`src/rtl/pipeline_hold_ctrl_pkg.sv`:
```
// Shared types for the pipeline hold controller: controller state encoding
// and default statistics counter width.
package pipe_ctrl_pkg;

    typedef enum logic [1:0] {
        RUN    = 2'd0,
        DRAIN  = 2'd1,
        HALTED = 2'd2
    } state_t;

    localparam int CNT_W_DEFAULT = 16;

endpackage

```
`src/rtl/pipeline_hold_ctrl_if.sv`:
```
// Request/control bundle between the hold controller (master) and the
// pipeline registers plus hazard logic (slave).
import pipe_ctrl_pkg::*;

interface pipeline_hold_ctrl_if #(
    parameter int CNT_W = CNT_W_DEFAULT
);
    logic             load_stall;
    logic             branch_taken;
    logic             mem_busy;
    logic             halt_req;
    logic             resume;
    logic             pc_en;
    logic             ifid_en;
    logic             ifid_flush;
    logic             idex_bubble;
    logic             exmem_en;
    logic             memwb_bubble;
    logic             halted;
    logic             stall_err;
    logic [CNT_W-1:0] stall_cnt;
    logic [CNT_W-1:0] flush_cnt;

    modport master (
        input  load_stall, branch_taken, mem_busy, halt_req, resume,
        output pc_en, ifid_en, ifid_flush, idex_bubble, exmem_en,
               memwb_bubble, halted, stall_err, stall_cnt, flush_cnt
    );

    modport slave (
        output load_stall, branch_taken, mem_busy, halt_req, resume,
        input  pc_en, ifid_en, ifid_flush, idex_bubble, exmem_en,
               memwb_bubble, halted, stall_err, stall_cnt, flush_cnt
    );
endinterface

```
`src/rtl/pipeline_hold_ctrl_sat_counter.sv`:
```
// Saturating up-counter with synchronous clear; holds at all-ones.
module sat_counter #(
    parameter int WIDTH = 16
) (
    input  logic             clk,
    input  logic             rst_n,
    input  logic             inc,
    input  logic             clear,
    output logic [WIDTH-1:0] count
);
    logic [WIDTH-1:0] count_reg;

    always_ff @(posedge clk or negedge rst_n) begin
        if (!rst_n) begin
            count_reg <= '0;
        end else if (clear) begin
            count_reg <= '0;
        end else if (inc && (count_reg != {WIDTH{1'b1}})) begin
            count_reg <= count_reg + WIDTH'(1);
        end
    end

    assign count = count_reg;
endmodule

```
`src/rtl/pipeline_hold_ctrl.sv`:
```
// Converts stall / flush / memory-wait / halt requests into per-stage enables
// for a 5-stage pipeline. Statistics counters exist only with PIPE_PERF_CNT_EN.
import pipe_ctrl_pkg::*;

module pipeline_hold_ctrl #(
    parameter int DRAIN_CYCLES = 4,
    parameter int MAX_STALL    = 3,
    parameter int CNT_W        = CNT_W_DEFAULT
) (
    input  logic                 clk,
    input  logic                 rst_n,
    pipeline_hold_ctrl_if.master bus
);
    localparam int DRAIN_W = (DRAIN_CYCLES < 1) ? 1 : $clog2(DRAIN_CYCLES + 1);
    localparam int RUN_W   = $clog2(MAX_STALL + 2);

    state_t               state_reg, state_next;
    logic [DRAIN_W-1:0]   drain_reg, drain_next;
    logic                 halt_pend_reg, halt_pend_next;
    logic                 stall_err_reg;
    logic [RUN_W-1:0]     run_cnt;

    logic take_stall;
    logic take_flush;
    logic stall_hit;
    logic pc_en, ifid_en, ifid_flush, idex_bubble, exmem_en, memwb_bubble;

    always_ff @(posedge clk or negedge rst_n) begin
        if (!rst_n) begin
            state_reg     <= RUN;
            drain_reg     <= '0;
            halt_pend_reg <= 1'b0;
            stall_err_reg <= 1'b0;
        end else begin
            state_reg     <= state_next;
            drain_reg     <= drain_next;
            halt_pend_reg <= halt_pend_next;
            stall_err_reg <= stall_err_reg | stall_hit;
        end
    end

    always_comb begin
        state_next     = state_reg;
        drain_next     = drain_reg;
        halt_pend_next = halt_pend_reg;
        pc_en          = 1'b1;
        ifid_en        = 1'b1;
        ifid_flush     = 1'b0;
        idex_bubble    = 1'b0;
        exmem_en       = 1'b1;
        memwb_bubble   = 1'b0;
        take_stall     = 1'b0;
        take_flush     = 1'b0;
        unique case (state_reg)
            RUN: begin
                if (bus.mem_busy) begin
                    pc_en        = 1'b0;
                    ifid_en      = 1'b0;
                    exmem_en     = 1'b0;
                    memwb_bubble = 1'b1;
                    // A halt arriving during a freeze waits for the first free cycle.
                    if (bus.halt_req) halt_pend_next = 1'b1;
                end else begin
                    if (bus.branch_taken) begin
                        ifid_flush  = 1'b1;
                        idex_bubble = 1'b1;
                        take_flush  = 1'b1;
                    end else if (bus.load_stall) begin
                        pc_en       = 1'b0;
                        ifid_en     = 1'b0;
                        idex_bubble = 1'b1;
                        take_stall  = 1'b1;
                    end
                    if (bus.halt_req || halt_pend_reg) begin
                        state_next     = DRAIN;
                        drain_next     = DRAIN_W'(DRAIN_CYCLES);
                        halt_pend_next = 1'b0;
                    end
                end
            end
            DRAIN: begin
                pc_en      = 1'b0;
                ifid_flush = 1'b1;
                if (bus.mem_busy) begin
                    ifid_en      = 1'b0;
                    exmem_en     = 1'b0;
                    memwb_bubble = 1'b1;
                end else if (drain_reg <= DRAIN_W'(1)) begin
                    state_next = HALTED;
                    drain_next = '0;
                end else begin
                    drain_next = drain_reg - DRAIN_W'(1);
                end
            end
            HALTED: begin
                pc_en        = 1'b0;
                ifid_en      = 1'b0;
                idex_bubble  = 1'b1;
                memwb_bubble = 1'b1;
                if (bus.resume) state_next = RUN;
            end
            default: state_next = RUN;
        endcase
    end

    // The flag shows up in the same cycle as the offending stall, then sticks.
    assign stall_hit = take_stall && (run_cnt >= RUN_W'(MAX_STALL));

    sat_counter #(.WIDTH(RUN_W)) u_run_cnt (
        .clk   (clk),
        .rst_n (rst_n),
        .inc   (take_stall && (run_cnt <= RUN_W'(MAX_STALL))),
        .clear (!take_stall),
        .count (run_cnt)
    );

`ifdef PIPE_PERF_CNT_EN
    logic [1:0]       stat_inc;
    logic [CNT_W-1:0] stat_cnt [2];

    assign stat_inc = {take_flush, take_stall};

    for (genvar gi = 0; gi < 2; gi++) begin : g_stat
        sat_counter #(.WIDTH(CNT_W)) u_stat (
            .clk   (clk),
            .rst_n (rst_n),
            .inc   (stat_inc[gi]),
            .clear (1'b0),
            .count (stat_cnt[gi])
        );
    end

    assign bus.stall_cnt = stat_cnt[0];
    assign bus.flush_cnt = stat_cnt[1];
`else
    assign bus.stall_cnt = {CNT_W{1'b0}};
    assign bus.flush_cnt = {CNT_W{1'b0}};
`endif

    assign bus.pc_en        = pc_en;
    assign bus.ifid_en      = ifid_en;
    assign bus.ifid_flush   = ifid_flush;
    assign bus.idex_bubble  = idex_bubble;
    assign bus.exmem_en     = exmem_en;
    assign bus.memwb_bubble = memwb_bubble;
    assign bus.halted       = (state_reg == HALTED);
    assign bus.stall_err    = stall_err_reg | stall_hit;
endmodule

```
`src/flat_wrapper.sv`:
```
// flat-port wrapper written by rule: the top's interface ports become plain ports
module pipeline_hold_ctrl_flat 
#(
    parameter int DRAIN_CYCLES = 4,
    parameter int MAX_STALL    = 3,
    parameter int CNT_W        = CNT_W_DEFAULT
)
  (clk, rst_n, bus_load_stall, bus_branch_taken, bus_mem_busy, bus_halt_req, bus_resume, bus_pc_en, bus_ifid_en, bus_ifid_flush, bus_idex_bubble, bus_exmem_en, bus_memwb_bubble, bus_halted, bus_stall_err, bus_stall_cnt, bus_flush_cnt);
  pipeline_hold_ctrl_if #(.CNT_W(CNT_W)) bus_i ();
  input  logic clk;
  input  logic rst_n;
  input wire logic [$bits(bus_i.load_stall)-1:0] bus_load_stall;
  input wire logic [$bits(bus_i.branch_taken)-1:0] bus_branch_taken;
  input wire logic [$bits(bus_i.mem_busy)-1:0] bus_mem_busy;
  input wire logic [$bits(bus_i.halt_req)-1:0] bus_halt_req;
  input wire logic [$bits(bus_i.resume)-1:0] bus_resume;
  output wire logic [$bits(bus_i.pc_en)-1:0] bus_pc_en;
  output wire logic [$bits(bus_i.ifid_en)-1:0] bus_ifid_en;
  output wire logic [$bits(bus_i.ifid_flush)-1:0] bus_ifid_flush;
  output wire logic [$bits(bus_i.idex_bubble)-1:0] bus_idex_bubble;
  output wire logic [$bits(bus_i.exmem_en)-1:0] bus_exmem_en;
  output wire logic [$bits(bus_i.memwb_bubble)-1:0] bus_memwb_bubble;
  output wire logic [$bits(bus_i.halted)-1:0] bus_halted;
  output wire logic [$bits(bus_i.stall_err)-1:0] bus_stall_err;
  output wire logic [$bits(bus_i.stall_cnt)-1:0] bus_stall_cnt;
  output wire logic [$bits(bus_i.flush_cnt)-1:0] bus_flush_cnt;
  assign bus_i.load_stall = bus_load_stall;
  assign bus_i.branch_taken = bus_branch_taken;
  assign bus_i.mem_busy = bus_mem_busy;
  assign bus_i.halt_req = bus_halt_req;
  assign bus_i.resume = bus_resume;
  assign bus_pc_en = bus_i.pc_en;
  assign bus_ifid_en = bus_i.ifid_en;
  assign bus_ifid_flush = bus_i.ifid_flush;
  assign bus_idex_bubble = bus_i.idex_bubble;
  assign bus_exmem_en = bus_i.exmem_en;
  assign bus_memwb_bubble = bus_i.memwb_bubble;
  assign bus_halted = bus_i.halted;
  assign bus_stall_err = bus_i.stall_err;
  assign bus_stall_cnt = bus_i.stall_cnt;
  assign bus_flush_cnt = bus_i.flush_cnt;
  pipeline_hold_ctrl #(.DRAIN_CYCLES(DRAIN_CYCLES), .MAX_STALL(MAX_STALL), .CNT_W(CNT_W)) u_core (.clk(clk), .rst_n(rst_n), .bus(bus_i));
endmodule
```
`config.mk`:
```
export PLATFORM = sky130hd
export DESIGN_NAME = pipeline_hold_ctrl_flat
export DESIGN_NICKNAME = d
export VERILOG_FILES = /design/src/rtl/pipeline_hold_ctrl_pkg.sv /design/src/rtl/pipeline_hold_ctrl_if.sv /design/src/rtl/pipeline_hold_ctrl_sat_counter.sv /design/src/rtl/pipeline_hold_ctrl.sv /design/src/flat_wrapper.sv
export SDC_FILE = /design/constraint.sdc
export NUM_CORES = 1
export LEC_CHECK = 0
export ABC_AREA = 1
export BUFFER_PORTS_ARGS = -buffer_cell sky130_fd_sc_hd__buf_4
export CAP_MARGIN = 30
export CORE_MARGIN = 2
export CORE_UTILIZATION = 30
export DETAILED_ROUTE_END_ITERATION = 10
export GPL_ROUTABILITY_DRIVEN = 0
export PLACE_DENSITY_LB_ADDON = 0.25
export SYNTH_ARGS = -nofsm -noshare
export SYNTH_HDL_FRONTEND = slang
export SYNTH_SLANG_ARGS = --single-unit
```
`constraint.sdc`:
```
create_clock -name clk -period 1.33 [get_ports clk]
set_input_delay 0.0665 -clock clk [delete_from_list [all_inputs] [get_ports clk]]
set_output_delay 0.0665 -clock clk [all_outputs]
set_load 0.005 [all_outputs]
```
======== After elaboration in Yosys (flattened, before gate mapping) ========
Index checks and enable logic that the tools add are counted.
storage, ports and cells
  input port bits ......................... 7
  register bits ........................... 10
  word-level logic and storage cells ...... 68
  output and inout bits ................... 40
operators by class
  equality and inequality tests ........... 10
  multiplexer cells ....................... 35
  add/subtract/negate cells ............... 2
  magnitude comparators ................... 3
  bitwise operators ....................... 1
  reduce and logical (&&, ||, !) cells .... 12
operator list
  operator                                                                  count
  3-bit two-way mux                                                         6
  1-bit two-way mux                                                         17
  2-bit two-way mux                                                         5
  2-bit inequality test (second input constant)                             4
  1-bit one-hot mux with 2 select lines                                     4
  2-bit by 1-bit inequality test with 1-bit output (second input constant)  3
  2-bit one-hot mux with 3 select lines                                     1
  3-bit one-hot mux with 2 select lines                                     1
  5-bit AND reduction                                                       1
  4-bit AND reduction                                                       1
  2-bit nonzero test                                                        2
  2-bit OR reduction                                                        2
  3-bit by 1-bit adder with 3-bit output (second input constant)            1
  3-bit by 2-bit >= comparator with 1-bit output (second input constant)    1
  3-bit by 1-bit <= comparator with 1-bit output (second input constant)    1
  3-bit by 2-bit <= comparator with 1-bit output (second input constant)    1
  1-bit logical AND                                                         3
  3-bit inequality test (second input constant)                             1
  1-bit one-hot mux with 3 select lines                                     1
  3-bit AND reduction                                                       1
  3-bit by 1-bit subtractor with 3-bit output (second input constant)       1
  2-bit by 1-bit == test with 1-bit output (second input constant)          1
  2-bit == test (second input constant)                                     1
  2-bit zero test                                                           1
  2 further kinds                                                           2

======== Depth between registers and ports, before layout ========
  word-level depth ........................ 8
  gate-level depth with buffers ........... 8
  gate-level depth less buffers ........... 8

======== By module ========
A second synthesis with hierarchy kept.
unflattened totals
  cell total of the unflattened synthesis .. 125
  area total of the unflattened synthesis .. 899.6 um^2
modules (own cells, without submodules)
  module              cells an instance  times used  area each (um^2)  sequential area each (um^2)
  pipeline_hold_ctrl  105                1           733.2             175.2
  sat_counter         20                 1           166.4             75.1

======== Least setup slack after synthesis ========
OpenSTA, ideal clock, no wires.
  kind .................................... reg2reg
  start point ............................. register u_core.u_run_cnt.count_reg[0], in the netlist u_core.u_run_cnt.count[0]
  end point ............................... register u_core.u_run_cnt.count_reg[1], in the netlist u_core.u_run_cnt.count[1]
  setup time .............................. 0.077 ns
  slack ................................... 0.093 ns
  arrival ................................. 1.160 ns
  clock period less this slack ............ 1.237 ns
  buffers on the path ..................... 0
  stages on the path, launching flop included .. 8
  data required time ...................... 1.253 ns
  cells stage by stage .................... dfrtp_1 ha_1 ha_1 inv_1 nand2_1 nand2_1 nand2_1 a21oi_1
on the way
  word-level cells in the longest chain between the ends .. 4
  elaborated cells between the ends (all ways) .. 8
  classes of those cells .................. 1 x add/sub; 1 x order compare; 2 x eq/ne; 2 x mux; 2 x reduce/logical
ends and longest elaborated chain
  element                                         line                                  text
  from (decl)                                     pipeline_hold_ctrl_sat_counter.sv:11  logic [WIDTH-1:0] count_reg;
  from (signal assigned)                          pipeline_hold_ctrl_sat_counter.sv:19  count_reg <= count_reg + WIDTH'(1);
  3-bit by 2-bit <= comparator with 1-bit output  pipeline_hold_ctrl.sv:112             .inc (take_stall && (run_cnt <= RUN_W'(MAX_STALL))),
  1-bit logical AND                               pipeline_hold_ctrl.sv:112
  1-bit logical AND                               pipeline_hold_ctrl_sat_counter.sv:18  end else if (inc && (count_reg != {WIDTH{1'b1}})) begin
  2-bit inequality test (no line)                 n/a
Several ways; a longest one is shown, not always the timed one. The select of a mux whose other input is x is not followed.
A chain may end at the register's enable or synchronous reset.

======== Final worst setup path ========
  start point ............................. register u_core.u_run_cnt.count_reg[1], in the netlist u_core.u_run_cnt.count[1]
  end point ............................... output bus_stall_err
on the way
  word-level cells in the longest chain between the ends .. 3
ends and longest elaborated chain
  element                                         line                       text
  3-bit by 2-bit >= comparator with 1-bit output  pipeline_hold_ctrl.sv:107  assign stall_hit = take_stall && (run_cnt >= RUN_W'(MAX_STALL));
  1-bit logical AND                               pipeline_hold_ctrl.sv:107
  1-bit bitwise OR                                pipeline_hold_ctrl.sv:147  assign bus.stall_err = stall_err_reg | stall_hit;
  to (decl)                                       flat_wrapper.sv:24         output wire logic [$bits(bus_i.stall_err)-1:0] bus_stall_err;
Every way passes these cells.

==> results.sh <==
export IMPL_status="finished with violations"
export IMPL_violations="negative setup slack"
export IMPL_num_vias=773
export IMPL_hold_viol=0
export IMPL_clock_latency_ps=270
export IMPL_grt_pass1_wl_um=2700
export IMPL_gr_total_overflow=0
export IMPL_pin_count=47
export IMPL_min_path_type="in -> reg"
export IMPL_top_usage_layer="met2"
export IMPL_skew_ps=1.42
export IMPL_cts_htree_levels=1
export IMPL_drt_iter0_drc=8
export IMPL_dp_worst_setup_slack_ps=1.41
export IMPL_synth_warnings=0
export IMPL_port_buffers=14
export IMPL_avgRoutedWirePerCell_um=9.01
export IMPL_rsz0062_at_grt="yes"
export IMPL_yosysSeqAreaShare_pct=27.2
export IMPL_dp_final_hpwl_um=1240
export IMPL_syn_to_final_growth_pct=29.0
export IMPL_drt_pre_antenna_iters=4
export IMPL_synth_distinct_cells=19
export IMPL_core_area_mm2=0.00298
export IMPL_setup_ws_ps=-48.2
export IMPL_setup_tns_ps=-48.2
export IMPL_layout_common_cells="32 x conb_1, 23 x buf_4, 21 x nand2_1, 13 x inv_1, 9 x dfrtp_1"
export IMPL_final_common_cell="conb_1"
export IMPL_die_area_mm2=0.00352
export IMPL_period_needed_ps=1380
export IMPL_synth_cells=127
export IMPL_drive_gt1_share_pct=35.7
export IMPL_maxCapViolCount=0
export IMPL_setup_violations=1
export IMPL_drc=0
export IMPL_fp_dieH_um=59.3
export IMPL_grt_max_degree=11
export IMPL_antenna_found_initial=0
export IMPL_hold_slack_ps=88.4
export IMPL_dp_cells=176
export IMPL_cts_buffers=3
export IMPL_final_cells=190
export IMPL_use_met2_pct=17.9
export IMPL_ir_drop_v=0.000776
export IMPL_first_global_vias=699
export IMPL_root_buffer="clkbuf_4"
export IMPL_via_per_inst=4.07
export IMPL_num_fill_cells=319
export IMPL_startpoint_type="register"
export IMPL_cts_clk_slew_worst_paths_ps=70
export IMPL_path_class="reg -> out"
export IMPL_clock_sinks=10
export IMPL_drv_slew=0
export IMPL_finalCritPeriodShare_pct=104
export IMPL_leakagePower_nw=0.659
export IMPL_met3_usage_pct=3.28
export IMPL_end_kind="output pin"
export IMPL_worstPathRequired_ps=1260
export IMPL_fp_dieW_um=59.3
export IMPL_arrival_ps=1310
export IMPL_fp_row_count=20
export IMPL_antennaDiodeCount=0
export IMPL_cts_buffer_depth=2
export IMPL_fmax_mhz=726
export IMPL_final_antenna_net_count=0
export IMPL_syn_avg_cell_area_um2=7.23
export IMPL_tritoncts="built"
export IMPL_crit_fanout=2
export IMPL_power_density_mw_per_mm2=1420
export IMPL_ys_seq_elements=10
export IMPL_nets=170
export IMPL_grtUsageMet1_pct=11.0
export IMPL_initial_core_util_pct=30.8
export IMPL_grt_util_all_layers_pct=9.93
export IMPL_final_util_pct=39.8
export IMPL_wl_um=1710
export IMPL_mappedNetlistArea_um2=918
[per-layer routing]
metal  vias to the layer above  share of wire (%)
li1                        391                  -
met1                       349                 38
met2                        29                 54
met3                         4                6.0
met4                         0                2.0
met5                         -                  0
[worst max-delay path, cell delays in order (launching register included)]
cell      delay, ps
dfrtp_1         390
ha_2            210
ha_4            170
nor2_4           90
o21bai_4         70
buf_6           110
[power breakdown]
part           switching (W)  internal, W  total, W  leakage [nW]
combinational       0.000508     0.000451  0.000960         0.508
clock               0.000108     0.000166  0.000275        0.0210
sequential         0.0000673     0.000384  0.000451         0.130
total               0.000684      0.00100   0.00169         0.659
[final timing paths]
kind / startpoint / to / slack (ps) / cells after the start
worst max-delay path: u_core.u_run_cnt.count[1] / bus_stall_err / -50 / 5
worst min-delay path: bus_resume / u_core.state_reg[1] / 90 / 4
worst max register to register: u_core.u_run_cnt.count[1] / u_core.u_run_cnt.count[2] / 40 / 7
worst min register to register: u_core.stall_err_reg / u_core.stall_err_reg / 470 / 1
max in group asynchronous: rst_n / u_core.state_reg[1] / 1020 / 2
min in group asynchronous: rst_n / u_core.stall_err_reg / 160 / 2
[area by class of cell]
cell class	instances	area, um2	share of cell area (%)
multi-input combinational	99	573	48.4
sequential	10	251	21.2
timing repair buffer	27	216	18.3
inverter	17	66.3	5.60
tap	33	41.3	3.48
clock buffer	4	36.3	3.06
[synthesized netlist by cell type]
cell type / n / area, um2
buf_4: 32 / 240
nand2_1: 25 / 93.8
inv_1: 16 / 60.1
dfrtp_1: 10 / 250
nor2_1: 9 / 33.8
nand3_1: 8 / 40.0
a21oi_1: 5 / 25.0
ha_1: 5 / 62.6
o21ai_0: 4 / 20.0
nand2_2: 2 / 12.5
nand3b_1: 2 / 15.0
nor2_2: 2 / 12.5
conb_1: 1 / 3.75
inv_2: 1 / 3.75
nand2_4: 1 / 11.3
nand3_2: 1 / 10.0
nor2_4: 1 / 11.3
nor3_1: 1 / 5.00
o21bai_1: 1 / 7.51
[through the flow]
step,power [W],area (um2)
2_1_floorplan,0.000978,1030
3_3_place_gp,0.00117,963
3_5_place_dp,0.00118,963
4_1_cts,0.00159,1100
5_1_grt,0.00184,1180
6_report,0.00169,1180
[cell families after synthesis]
family	Yosys count	share of synthesized area, %
AND/OR/NAND/NOR	52	26.7
other	1	0.408
buffers and inverters	49	33.1
adder cells (fa/ha/maj)	5	6.81
AO/OA/AOI/OAI	10	5.72
flip-flops	10	27.2
[repair_timing]
item,in CTS,in global routing
setup buffers,7,2
hold buffers,1,0
setup endpoints to repair,6,11
gates resized for setup,16,16
pin swaps,5,4
hold endpoints to repair,10,0
(Power assumes the default switching activity.)
